$ cat config.mk
export PLATFORM = sky130hd
export DESIGN_NAME = grid_loader
export DESIGN_NICKNAME = d
export VERILOG_FILES = /design/src/rtl/grid_loader.sv
export SDC_FILE = /design/constraint.sdc
export NUM_CORES = 1
export LEC_CHECK = 0
export BUFFER_PORTS_ARGS = -buffer_cell sky130_fd_sc_hd__buf_4
export CORE_ASPECT_RATIO = 0.9
export CORE_MARGIN = 8
export CORE_UTILIZATION = 60
export CTS_CLUSTER_SIZE = 10
export DETAILED_ROUTE_END_ITERATION = 10
export GPL_TIMING_DRIVEN = 0
export PLACE_DENSITY_LB_ADDON = 0.1
export SETUP_SLACK_MARGIN = 0.2
export SKIP_LAST_GASP = 1
export SLEW_MARGIN = 20
export SYNTH_ARGS = -nofsm -noshare
export SYNTH_HDL_FRONTEND = slang
export SYNTH_SLANG_ARGS = --single-unit
$ cat constraint.sdc
create_clock -name Clk -period 8.1 [get_ports Clk]
set_input_delay 1.62 -clock Clk [delete_from_list [all_inputs] [get_ports Clk]]
set_output_delay 1.62 -clock Clk [all_outputs]
set_load 0.005 [all_outputs]
$ cat src/rtl/grid_loader.sv
// Grid RAM writer: takes the puzzle text as a byte stream, checks row widths,
// writes cells row-major from address 0 and finishes with an EOT (0x04) byte.
package AocPkg;
  typedef logic [14:0] RamAddr_t;
endpackage

module grid_loader #(
  parameter int GRID_COLUMNS = 138,
  parameter int MAX_ROWS     = 138
) (
  input  logic              Clk,
  input  logic              RstN,
  input  logic              InValid,
  output logic              InReady,
  input  logic [7:0]        InData,
  input  logic              InLast,
  output AocPkg::RamAddr_t  WriteAddr,
  output logic              WriteEnable,
  output logic [7:0]        WriteData,
  output logic [15:0]       RowCount,
  output logic              Done,
  output logic              Error
);

  localparam int COL_W = $clog2(GRID_COLUMNS + 1);
  localparam logic [COL_W-1:0] COL_FULL  = COL_W'(GRID_COLUMNS);
  localparam logic [COL_W-1:0] COL_ZERO  = {COL_W{1'b0}};
  localparam logic [COL_W-1:0] COL_ONE   = COL_W'(1);
  localparam AocPkg::RamAddr_t ADDR_LIMIT = AocPkg::RamAddr_t'(MAX_ROWS * GRID_COLUMNS);
  localparam AocPkg::RamAddr_t ADDR_ONE   = AocPkg::RamAddr_t'(1);

  typedef enum logic [2:0] {
    S_IDLE  = 3'd0,
    S_LOAD  = 3'd1,
    S_TERM  = 3'd2,
    S_DONE  = 3'd3,
    S_ERROR = 3'd4
  } state_t;

  state_t           state_r, state_s;
  logic [COL_W-1:0] col_r, col_s;
  AocPkg::RamAddr_t addr_r, addr_s;
  logic [15:0]      rows_r, rows_s;
  logic             we_r, we_s;
  AocPkg::RamAddr_t waddr_r, waddr_s;
  logic [7:0]       wdata_r, wdata_s;
  logic             ready_r;
  logic             done_r;
  logic             error_r;
  logic             accept_s;
  logic             eoi_s;
  logic             fault_s;

  assign InReady     = ready_r;
  assign WriteEnable = we_r;
  assign WriteAddr   = waddr_r;
  assign WriteData   = wdata_r;
  assign RowCount    = rows_r;
  assign Done        = done_r;
  assign Error       = error_r;

  // Next-state, byte classification and the next write strobe.
  always_comb begin
    state_s  = state_r;
    col_s    = col_r;
    addr_s   = addr_r;
    rows_s   = rows_r;
    we_s     = 1'b0;
    waddr_s  = waddr_r;
    wdata_s  = wdata_r;
    eoi_s    = 1'b0;
    fault_s  = 1'b0;
    accept_s = InValid && ready_r;

    case (state_r)
      S_IDLE: begin
        state_s = S_LOAD;
      end
      S_LOAD: begin
        if (accept_s) begin
          case (InData)
            8'h2E, 8'h40: begin
              if ((col_r == COL_FULL) || (addr_r == ADDR_LIMIT)) begin
                fault_s = 1'b1;
              end else begin
                we_s    = 1'b1;
                waddr_s = addr_r;
                wdata_s = InData;
                addr_s  = addr_r + ADDR_ONE;
                col_s   = col_r + COL_ONE;
              end
            end
            8'h0D: begin
              fault_s = 1'b0;
            end
            8'h0A: begin
              if (col_r == COL_FULL) begin
                rows_s = rows_r + 16'd1;
                col_s  = COL_ZERO;
              end else if (col_r != COL_ZERO) begin
                fault_s = 1'b1;
              end else begin
                col_s = COL_ZERO;
              end
            end
            8'h04: begin
              eoi_s = 1'b1;
            end
            default: begin
              fault_s = 1'b1;
            end
          endcase

          // End-of-input sees the column/row state left by this same byte.
          if (fault_s) begin
            state_s = S_ERROR;
          end else if (eoi_s || InLast) begin
            if (col_s == COL_FULL) begin
              rows_s = rows_s + 16'd1;
            end else begin
              rows_s = rows_s;
            end
            if (((col_s != COL_ZERO) && (col_s != COL_FULL)) || (rows_s == 16'd0)) begin
              state_s = S_ERROR;
            end else begin
              state_s = S_TERM;
            end
          end else begin
            state_s = S_LOAD;
          end
        end else begin
          state_s = S_LOAD;
        end
      end
      S_TERM: begin
        we_s    = 1'b1;
        waddr_s = addr_r;
        wdata_s = 8'h04;
        state_s = S_DONE;
      end
      S_DONE: begin
        state_s = S_DONE;
      end
      S_ERROR: begin
        state_s = S_ERROR;
      end
      default: begin
        state_s = S_ERROR;
      end
    endcase
  end

  // State, counters and all registered outputs.
  always_ff @(posedge Clk or negedge RstN) begin
    if (!RstN) begin
      state_r <= S_IDLE;
      col_r   <= COL_ZERO;
      addr_r  <= '0;
      rows_r  <= 16'd0;
      we_r    <= 1'b0;
      waddr_r <= '0;
      wdata_r <= 8'h00;
      ready_r <= 1'b0;
      done_r  <= 1'b0;
      error_r <= 1'b0;
    end else begin
      state_r <= state_s;
      col_r   <= col_s;
      addr_r  <= addr_s;
      rows_r  <= rows_s;
      we_r    <= we_s;
      waddr_r <= waddr_s;
      wdata_r <= wdata_s;
      ready_r <= (state_s == S_LOAD);
      done_r  <= (state_r == S_DONE);
      error_r <= (state_s == S_ERROR);
    end
  end

endmodule

==> results of run 1 <==
state kept, by name, indices dropped and copies added, names as in the netlist:
| signal | count |
|---|---|
| RowCount | 16 |
| WriteAddr | 15 |
| addr_r | 15 |
| WriteData | 8 |
| col_r | 8 |
| state_r | 3 |
| Done | 1 |
| Error | 1 |
| InReady | 1 |
| WriteEnable | 1 |
layer usage:
metal,wire length [um],track usage (%)
met5,0,0
met4,100,5.622
met3,798,6.034
met2,4814,32.12
met1,4784,27.47
cell type report:
class | instances | area, sq um
Buffer | 23 | 103.9
Clock buffer | 9 | 123.9
Clock inverter | 7 | 88.84
Fill cell | 531 | 1939
Inverter | 13 | 48.80
Multi-Input combinational cell | 356 | 2522
Sequential cell | 69 | 1727
Tap cell | 93 | 116.4
Timing Repair Buffer | 54 | 405.4
cell families after synthesis:
group | synth area share, %
mux | 5.486
fa+ha+maj | 1.990
simple gates | 28.23
buf+inv | 3.468
xor+xnor | 11.51
flops | 39.23
compound gates | 10.09
path summary, 6_finish.rpt:
check / endpoint / cells past startpoint / slack (ns) / from
min: InReady$_DFF_PN0_ / 1 / 0.45 / state_r[1]$_DFF_PN0_
min reg2reg: InReady$_DFF_PN0_ / 1 / 0.45 / state_r[1]$_DFF_PN0_
max reg2reg: state_r[1]$_DFF_PN0_ / 14 / 4.00 / addr_r[0]$_DFFE_PN0P_
max: state_r[1]$_DFF_PN0_ / 11 / 3.24 / InData[0]
min in group asynchronous: RowCount[1]$_DFFE_PN0P_ / 1 / 1.37 / RstN
max in group asynchronous: addr_r[6]$_DFFE_PN0P_ / 1 / 6.17 / RstN
per-stage QoR:
step                hold WS, ns  area [sq um]  cells  power [mW]  utilization (%)
global placement         0.4370          4923    608      0.3688            69.58
CTS                      0.4480          5136    624      0.6737            72.59
floorplan                0.4155          4402    461      0.3552                -
global route             0.4879          5136    624      0.6883            72.59
finish                   0.4457          5136    624      0.6680            72.59
detailed placement       0.4368          4923    608      0.3693            69.58
cell usage after synthesis, types with 2 or more instances:
master and n:
nor4_4 3, nand4b_1 3, clkbuf_1 14, nand2b_1 6, a211oi_1 2, and4_1 5
nor2b_1 3, inv_1 13, dfrtp_1 69, nor4_1 4, or2_2 3, mux2_2 15
nor4_2 3, nor3b_1 4, and2_1 6, a31oi_1 6, and3_1 9, mux2i_1 5
a21o_1 5, a21oi_1 22, o31a_1 3, nand3b_1 4, a22oi_1 3, xor2_1 24
nor3b_2 2, or4_1 4, nand3_1 15, or4b_1 2, nor4b_1 4, o311a_1 2
nand4_2 2, o22ai_1 3, or3_1 2, nor3_1 11, o21ai_0 15, nand2_1 50
ha_1 7, nand4_1 18, nor2_1 27, o21ai_1 2, xnor2_1 32, nor3_2 2
buf_2 8
worst max-delay path: stages:
cell and delay (ns):
buf_4 0.12, nor4bb_1 0.29, clkbuf_1 0.34, nand4_2 0.25
buf_2 0.27, o22ai_1 0.49, nand3_1 0.42, a2111oi_0 0.53
a21oi_1 0.16, nor4_2 0.41, o41ai_1 0.16
where the power goes:
part / internal [mW] / switching, mW
sequential: 0.344 / 0
combinational: 0.00554 / 0.0122
clock: 0.150 / 0.156
total: 0.500 / 0.168
==> reports/qor.txt, run 1 <==
Status: finished clean
CTS tree: yes
Final ANT Viol Nets: 0
Seq/Total Area, Yosys: 39.23%
First-pass GRT wire length: 17740 um
Commonest non-fill, non-tap cell in the layout: dfrtp_1
Setup repair bufs after CTS: 0
Peak supply drop: 0.1146 mV
Post-synth top area share: 39.23%
Clk slew on worst S/H paths: 0.08 ns
CTS H-tree lvls: 3
Ys Warns: 0
Post-Synthesis Cell Area: 4402 sq um
Layout cells sized above 1: 22.22%
Congestion Overflow GR: 0
Final setup margin: 3.242 ns
Async SR Flop Fraction: 100.0%
Total routed wirelength: 10500 um
Pwr Density: 130.1 nW/um^2
Clock Skews: 0.01195 ns
Initial Utilization: 62.21%
CP Capture Type: flop
Post-Syn Instances: 461
RSZ-0062 raised after global routing: false
DP HPWL: 7534 um
Slew @ Worst Pin: 0.8631 ns
Final Cycle Share: 59.97%
Largest net degree at the start of global routing: 70
Core Rows: 29
Arrival time at the worst endpoint: 5.06 ns
Worst skew pair latency: 0.36 ns
Root Buffer Master: clkbuf_8
Final setup vio count: 0
WL/cell: 16.82 um
Fin. Hold Viols: 0
GRT Util Overall: 20.73%
# port buffers: 54
Ranking of synthesized cells by area: dfrtp_1, xnor2_1, xor2_1
Synth-to-layout area growth: 16.69%
Inserted Diodes: 0
Final Max Slew Viols: 0
Critical path class: input pin to flop
Avg Cell Area, Syn: 9.548 sq um
First DRT Iteration DRCs: 198
Area leader, netlist: dfrtp_1
Pleak: 2.323 nW
DRC: 0
Core area: 7076 sq um
Seq cells post-synth: 69
Drt first pass iters: 5
WP data required: 8.31 ns
Synth cell types: 62
Pre-CTS WS: 2.965 ns
Peak Freq: 0.2059 GHz
Cts bufs inserted: 9
Layout Nets: 545
CTS Sinks: 69
Total number of vias: 3723
Initial antenna violation count: 0
Clock Path Buffers: 2
CP max FO: 10
Post-CTS sizing: 0
Hold Path Class: flop to flop
Crit path launch type: input pin
Max-cap violations: 0
Die Area: 10340 sq um
Setup TNS: 0 ns
I/O pins: 55
Gpl congestion: 0.9092
CTS Hold Buffers Added: 0
Width of the die: 106.3 um
Vias per inst: 5.966
EDFF count, synth: 0
Minimum clock period after layout: 4.858 ns
Die height: 97.26 um
Synthesized Nets: 480
Slew margin rel.: 42.46%
Primary FF master, synth: dfrtp_1
Most frequent cells in the layout: dfrtp_1, buf_4, nand2_1
Number of global-route vias before repair: 3704
No activity file was read; power rests on OpenSTA's default activity.
==> inputs of run 2 (changes only) <==
--- a/config.mk
+++ b/config.mk
@@ -5,6 +5,7 @@
 export SDC_FILE = /design/constraint.sdc
 export NUM_CORES = 1
 export LEC_CHECK = 0
+export ABC_AREA = 1
 export BUFFER_PORTS_ARGS = -buffer_cell sky130_fd_sc_hd__buf_4
 export CORE_ASPECT_RATIO = 0.9
 export CORE_MARGIN = 8
==> constraint.sdc (replaced) <==
create_clock -name Clk -period 5.1 [get_ports Clk]
set_input_delay 1.02 -clock Clk [delete_from_list [all_inputs] [get_ports Clk]]
set_output_delay 1.02 -clock Clk [all_outputs]
set_load 0.005 [all_outputs]
==> run 2 against run 1 <==
  * Global-route usage rose by 4.2 points
  * Synthesized area up 16%
  * Via count is 32% higher
  * Worst setup slack worse by 1.7 ns
  * Critical endpoint is now InReady$_DFF_PN0_
  * Highest routed layer unchanged
==> reports/qor.txt, run 2 <==
Vias per inst: 5.530 (was 5.966)
EDFF count, synth: 0 (unchanged)
Total number of vias: 4916 (was 3723)
CTS H-tree lvls: 3 (unchanged)
CP max FO: 7 (was 10)
Synth top cells by count: nand2_1, inv_1, nor2_1 (was dfrtp_1, nand2_1, xnor2_1)
Most frequent cells in the layout: nand2_1, inv_1, nor2_1 (was dfrtp_1, buf_4, nand2_1)
Hold_sp: WriteData[4]$_DFFE_PN0P_ (was state_r[1]$_DFF_PN0_)
Total routed wirelength: 14000 um (was 10500 um)
Largest register FFs: 16 (unchanged)
Worst skew pair latency: 0.35 ns (was 0.36 ns)
Synth cell types: 42 (was 62)
Commonest non-fill, non-tap cell in the layout: nand2_1 (was dfrtp_1)
Hold Path Class: flop to flop (unchanged)
Final setup vio count: 0 (unchanged)
Clock Path Buffers: 2 (unchanged)
Top delay family on crit path: simple AND/OR/NAND/NOR gates (unchanged)
CP Capture Type: flop (unchanged)
Slew @ Worst Pin: 0.9025 ns (was 0.8631 ns)
Core Rows: 32 (was 29)
WP data required: 5.38 ns (was 8.31 ns)
DP Cell Count: 874 (was 608)
Core area: 8408 sq um (was 7076 sq um)
Primary FF master, synth: dfrtp_1 (unchanged)
Post-synth top area share: 33.87% (was 39.23%)
Fillers: 721 (was 531)
Slew margin rel.: 39.84% (was 42.46%)
Final Cycle Share: 69.48%
Post-Layout Cell Count: 889 (was 624)
Clk slew on worst S/H paths: 0.08 ns (about the same)
Critical path class: input pin to flop (unchanged)
Overall power: 1.090 mW (was 668.0 uW)
Post-CTS sizing: 0 (unchanged)
Die Area: 11710 sq um (was 10340 sq um)
Peak Freq: 0.2822 GHz
Area leader, netlist: dfrtp_1 (unchanged)
Fin. Hold Viols: 0 (unchanged)
RSZ-0062 raised after global routing: false (unchanged)
CTS Hold Buffers Added: 0 (unchanged)
Largest net degree at the start of global routing: 70 (unchanged)
Seq cells post-synth: 69 (unchanged)
Die height: 103.5 um (was 97.26 um)
CP Cell Sequence: buf_4 -> nor2_1 -> nand2_2 -> nor2_8 -> nand2_1 -> nand2_1 -> nand2_1 -> inv_1 -> ha_1 -> nand2_1 -> nor2_1 -> nand2_1 -> nor2_1 -> nand2_1 -> nand2_1 -> nand2_1 -> inv_1 -> nand2_1 -> nor2_2 -> nand3_2 -> nand3_2 -> nand2_2 -> nor2_2 (was buf_4 -> nor4bb_1 -> clkbuf_1 -> nand4_2 -> buf_2 -> o22ai_1 -> nand3_1 -> a2111oi_0 -> a21oi_1 -> nor4_2 -> o41ai_1)
Pwr Density: 186.2 nW/um^2 (was 130.1 nW/um^2)
Final Max Slew Viols: 0 (unchanged)
Sequential standard cell area: 1727 sq um (unchanged)
Avg Cell Area, Syn: 7.101 sq um (was 9.548 sq um)
Clock Skews: 0.01640 ns (was 0.01195 ns)
Inserted Diodes: 0 (unchanged)
Root Buffer Master: clkbuf_8 (unchanged)
Minimum clock period after layout: 3.543 ns
Peak supply drop: 0.1506 mV (was 0.1146 mV)
DRC: 0 (unchanged)
Setup repair bufs after CTS: 0 (unchanged)
Hold Crit Depth: 2 (was 1)
Width of the die: 113.2 um (was 106.3 um)
Max stage delay cell, worst path: ha_1 (was a2111oi_0)
Crit Reg-Reg Endpoint: InReady$_DFF_PN0_ (was state_r[1]$_DFF_PN0_)
RR Startpoint: col_r[0]$_DFFE_PN0P_ (was addr_r[0]$_DFFE_PN0P_)
Arrival time at the worst endpoint: 3.82 ns (was 5.06 ns)
Setup TNS: 0 ns (unchanged)
Layout Nets: 802 (was 545)
I/O pins: 55 (unchanged)
Post-Syn Instances: 718 (was 461)
Ys Warns: 0 (unchanged)
Post-Synthesis Cell Area: 5099 sq um (was 4402 sq um)
# port buffers: 54 (unchanged)
First DRT Iteration DRCs: 478 (was 198)
R2R Setup Slk: 1.69 ns (was 4.00 ns)
CTS Sinks: 69 (unchanged)
WL/cell: 15.75 um (was 16.82 um)
GRT Util Overall: 24.95% (was 20.73%)
Async SR Flop Fraction: 100.0% (unchanged)
CP dominant cell by count: nand2_1
Layout cells sized above 1: 22.62% (was 22.22%)
Initial antenna violation count: 0 (unchanged)
Synthesized Nets: 737 (was 480)
Gpl congestion: 0.9795 (was 0.9092)
Pleak: 2.998 nW (was 2.323 nW)
Top-count cell post-synth: nand2_1 (was dfrtp_1)
Crit path launch type: input pin (unchanged)
Final ANT Viol Nets: 0 (unchanged)
Worst Path Buf+Inv: 3 (unchanged)
Ranking of synthesized cells by area: dfrtp_1, nand2_1, inv_1 (was dfrtp_1, xnor2_1, xor2_1)
Reg2Reg Depth: 23 (was 14)
CP peak stage delay: 0.32 ns (was 0.53 ns)
Synth-to-layout area growth: 14.82% (was 16.69%)
Drt first pass iters: 5 (unchanged)
Status: finished clean (unchanged)
Area of the multi-input gates: 2890 sq um (was 2522 sq um)
First-pass GRT wire length: 23250 um (was 17740 um)
Congestion Overflow GR: 0 (unchanged)
CTS tree: yes (unchanged)
DP HPWL: 10600 um (was 7534 um)
Initial Utilization: 60.64% (was 62.21%)
Cts bufs inserted: 9 (unchanged)
Number of global-route vias before repair: 4707 (was 3704)
Hold endpoint: WriteData[4]$_DFFE_PN0P_ (was InReady$_DFF_PN0_)
Seq/Total Area, Yosys: 33.87% (was 39.23%)
Max-cap violations: 0 (unchanged)
==> run 2: worst reg2reg max path: stages (launching register included) <==
cell	delay (ns)
dfrtp_1	0.42
inv_1	0.20
ha_1	0.21
nand2_1	0.09
nor2_4	0.11
nand3_4	0.13
nor2_2	0.19
buf_6	0.19
nand2_1	0.06
nand2_1	0.13
inv_1	0.13
ha_1	0.31
nand2_1	0.10
nor2_1	0.08
xor2_1	0.15
nand2_1	0.08
nand2_1	0.06
nor2_1	0.14
nand2_1	0.09
nor2_2	0.14
nand3_2	0.12
nand3_2	0.08
nand2_2	0.06
nor2_2	0.08
==> run 2: final cells by class <==
cell class / instances / area share, %
clock buffers: 10 / 2.351
repair buffers: 54 / 6.925
clock inverters: 5 / 1.453
well taps: 102 / 2.180
multi-input cells: 536 / 49.37
flip-flops and latches: 69 / 29.49
inverters: 97 / 6.219
plain buffers: 16 / 2.009
==> run 2: stage by stage <==
step	instance area, sq um	hold slack (ns)	setup WS [ns]	utilization (%)
detailed placement	5632	0.4868	1.296	66.98
global placement	5632	0.4827	1.343	66.98
CTS	5854	0.4988	1.632	69.63
floorplan	5099	0.4687	2.002	-
global route	5854	0.5220	1.357	69.63
finish	5854	0.4967	1.557	69.63
==> run 2: cell families after synthesis <==
family	count (synthesis)	share of synthesized area, %
buffers and inverters	113	9.448
adders and majority gates	7	1.718
and+or+nand+nor	427	42.01
muxes	4	0.8834
DFF	69	33.87
xor gates and xnor gates	21	3.607
AOI/OAI and AO/OA	77	8.466
==> run 2: power breakdown <==
group / total [mW] / switching (mW) / internal, mW
registers: 0.547 / 0 / 0.547
logic: 0.0311 / 0.0223 / 0.00883
clock network: 0.512 / 0.224 / 0.288
total: 1.09 / 0.247 / 0.843
==> run 2: how the worst max path moves through the flow <==
stage | startpoint | end | cells past startpoint
2_1_floorplan | InData[4] | InReady$_DFF_PN0_ | 21
3_3_place_gp | InData[4] | Error$_DFF_PN0_ | 23
3_5_place_dp | InData[7] | InReady$_DFF_PN0_ | 23
4_1_cts | InData[7] | InReady$_DFF_PN0_ | 23
5_1_grt | InData[3] | InReady$_DFF_PN0_ | 24
6_report | InData[7] | InReady$_DFF_PN0_ | 23
==> run 2: layer usage <==
metal / up-vias / GRT usage (%) / routed length [um]
li1: 2424 / - / -
met1: 2275 / 35.45 / 6509
met2: 206 / 38.99 / 6142
met3: 11 / 4.585 / 1243
met4: 0 / 5.215 / 106
met5: - / 0 / 0
==> inputs of run 3 (changes only) <==
--- a/config.mk
+++ b/config.mk
@@ -9,7 +9,7 @@
 export BUFFER_PORTS_ARGS = -buffer_cell sky130_fd_sc_hd__buf_4
 export CORE_ASPECT_RATIO = 0.9
 export CORE_MARGIN = 8
-export CORE_UTILIZATION = 60
+export CORE_UTILIZATION = 54
 export CTS_CLUSTER_SIZE = 10
 export DETAILED_ROUTE_END_ITERATION = 10
 export GPL_TIMING_DRIVEN = 0
==> constraint.sdc (replaced) <==
create_clock -name Clk -period 3 [get_ports Clk]
set_input_delay 0.6 -clock Clk [delete_from_list [all_inputs] [get_ports Clk]]
set_output_delay 0.6 -clock Clk [all_outputs]
set_load 0.005 [all_outputs]
==> run 3 against run 2 <==
  * Non-clock buffer count is 56 higher
  * Clock skew hardly changed
  * Die area is 9.4% higher
  * Count of clock-buffer cells in the layout is 1 higher
  * Cell area is 14% higher
  * Final cell count is 8.7% higher
  * Flip-flop and latch count stayed put
  * Critical path type is now flop to flop
  * Critical endpoint unchanged
  * Largest power group unchanged
  * Highest routed layer unchanged
==> reports/qor.txt, run 3 (synthesis gave the netlist of run 2 again) <==
Worst skew pair latency: 0.35 ns (about the same)
Total number of vias: 5358 (was 4916)
Peak Freq: 0.3374 GHz
Reg2Reg Depth: 23 (unchanged)
First-pass GRT wire length: 24630 um (was 23250 um)
Final Cycle Share: 98.79%
Inserted Diodes: 0 (unchanged)
Max-cap violations: 0 (unchanged)
Critical path launch point: col_r[0]$_DFFE_PN0P_ (was InData[7])
Commonest non-fill, non-tap cell in the layout: nand2_1 (unchanged)
Width of the die: 118.4 um (was 113.2 um)
Die height: 108.2 um (was 103.5 um)
CP endpoint: InReady$_DFF_PN0_ (unchanged)
Most frequent cells in the layout: nand2_1, buf_4, inv_1 (was nand2_1, inv_1, nor2_1)
DP HPWL: 11040 um (was 10600 um)
Initial antenna violation count: 0 (unchanged)
Peak supply drop: 0.2412 mV (was 0.1506 mV)
CTS Sinks: 69 (unchanged)
Final setup vio count: 0 (unchanged)
Vias per inst: 5.547 (was 5.530)
Layout Nets: 858 (was 802)
RR Startpoint: col_r[0]$_DFFE_PN0P_ (unchanged)
Clk slew on worst S/H paths: 0.09 ns (was 0.08 ns)
Overall power: 1.799 mW (was 1.090 mW)
WL/cell: 16.40 um (was 15.75 um)
Gpl congestion: 0.9112 (was 0.9795)
WP data required: 3.27 ns (was 5.38 ns)
Final Max Slew Viols: 0 (unchanged)
Hold_ws: 0.3711 ns (was 0.4967 ns)
Largest register FFs: 16 (unchanged)
Largest net degree at the start of global routing: 70 (unchanged)
Status: finished clean (unchanged)
RSZ-0062 raised after global routing: true (was false)
Setup TNS: 0 ns (unchanged)
Root Buffer Master: clkbuf_8 (unchanged)
Arrival time at the worst endpoint: 3.23 ns (was 3.82 ns)
GRT Util Overall: 23.54% (was 24.95%)
Fin. Hold Viols: 0 (unchanged)
Core Rows: 33 (was 32)
Congestion Overflow GR: 0 (unchanged)
I/O pins: 55 (unchanged)
Slew margin rel.: 40.68% (was 39.84%)
Final setup margin: 0.03630 ns (was 1.557 ns)
Crit path launch type: flop (was input pin)
# port buffers: 54 (unchanged)
CP max FO: 8 (was 7)
Critical path class: flop to flop (was input pin to flop)
Drt first pass iters: 5 (unchanged)
Minimum clock period after layout: 2.964 ns
Initial Utilization: 55.62% (was 60.64%)
Synth-to-layout area growth: 30.40% (was 14.82%)
Crit Reg-Reg Endpoint: InReady$_DFF_PN0_ (unchanged)
Slew @ Worst Pin: 0.8898 ns (was 0.9025 ns)
Pre-CTS WS: -0.4258 ns (was 1.296 ns)
Clock Skews: 0.01678 ns (was 0.01640 ns)
Clock Path Buffers: 2 (unchanged)
Pwr Density: 270.5 nW/um^2 (was 186.2 nW/um^2)
Core area: 9166 sq um (was 8408 sq um)
DRC: 0 (unchanged)
Final ANT Viol Nets: 0 (unchanged)
CP Capture Type: flop (unchanged)
Die Area: 12810 sq um (was 11710 sq um)
Hold Path Class: input pin to async pin (was flop to flop)
R2R Setup Slk: 0.04 ns (was 1.69 ns)
CTS H-tree lvls: 3 (unchanged)
Final core utilization: 72.54% (was 69.63%)
Number of global-route vias before repair: 4969 (was 4707)
Total routed wirelength: 15850 um (was 14000 um)
First DRT Iteration DRCs: 464 (was 478)
Cts bufs inserted: 9 (unchanged)
Layout cells sized above 1: 35.43% (was 22.62%)
Pleak: 3.321 nW (was 2.998 nW)
CTS tree: yes (unchanged)
==> run 3: changes by cell type in the layout (fill, tap and decap cells not counted), moves of 8 or more <==
| cell | previous run | this run |
|---|---|---|
| nand2_2 | 20 | 36 |
| buf_4 | 54 | 100 |
| inv_1 | 83 | 73 |
| nor2_4 | 10 | 24 |
| nand2_1 | 191 | 171 |
| nor2_1 | 79 | 67 |
| inv_2 | 13 | 21 |
==> run 3: critical path, cell delays in order (launching register included) <==
cell	delay [ns]
dfrtp_1	0.41
inv_2	0.10
ha_4	0.15
nand2_4	0.05
nor2_4	0.10
nand3_4	0.12
nor2_4	0.12
buf_6	0.16
nand3_2	0.09
nand2_4	0.13
nand2_1	0.15
inv_2	0.14
nand2_1	0.08
nand2_1	0.07
nand2_1	0.06
nand2_1	0.09
nand2_2	0.09
nor2_2	0.12
nand2_1	0.07
nor2_2	0.16
nand3_2	0.14
nand3_2	0.10
nand2_2	0.07
nor2_2	0.11
==> run 3: worst min path at each step <==
stage	start	to	slack (ns)	depth (start not counted)
floorplan	RstN	Done$_DFF_PN0_	0.30	0
global placement	WriteData[4]$_DFFE_PN0P_	WriteData[4]$_DFFE_PN0P_	0.48	2
detailed placement	WriteData[7]$_DFFE_PN0P_	WriteData[7]$_DFFE_PN0P_	0.49	2
CTS	RstN	WriteData[4]$_DFFE_PN0P_	0.39	1
global route	RstN	WriteData[4]$_DFFE_PN0P_	0.44	1
finish	RstN	WriteData[4]$_DFFE_PN0P_	0.37	1
==> run 3: what timing repair did <==
action | in CTS | in global routing
endpoints found under the hold margin | 0 | 0
gates resized for setup | 49 | 57
pin swaps | 29 | 36
hold buffers | 0 | 0
setup buffers | 32 | 23
cloned | 1 | 0
endpoints found under the setup margin | 21 | 34
==> run 3: layer usage <==
metal	vias to the layer above	part of all wire [%]	GRT usage (%)
met5	-	0	0
met4	0	1.3	5.681
met3	25	8.3	5.156
met2	254	44	35.06
met1	2532	46	34.09
li1	2547	-	-
==> run 3: metrics by stage <==
| stage | instance area, sq um | std cells |
|---|---|---|
| final | 6649 | 966 |
| after global routing | 6649 | 966 |
| after CTS | 6284 | 943 |
| after detailed placement | 5657 | 894 |
| after global placement | 5657 | 894 |
| after floorplan | 5099 | 718 |
==> run 3: layout make-up <==
type	instances	area, sq um
clock inverter	5	58.81
inverter	97	369.1
timing repair buffer	110	868.3
buffer	16	125.1
sequential	69	1730
fill	753	2517
clock buffer	11	151.4
tap	122	152.6
multi-input combinational	536	3193
==> run 3: power by group <==
group          switching (mW)  internal [mW]
Combinational          0.0393         0.0153
Sequential                  0          0.929
Clock                   0.385          0.430
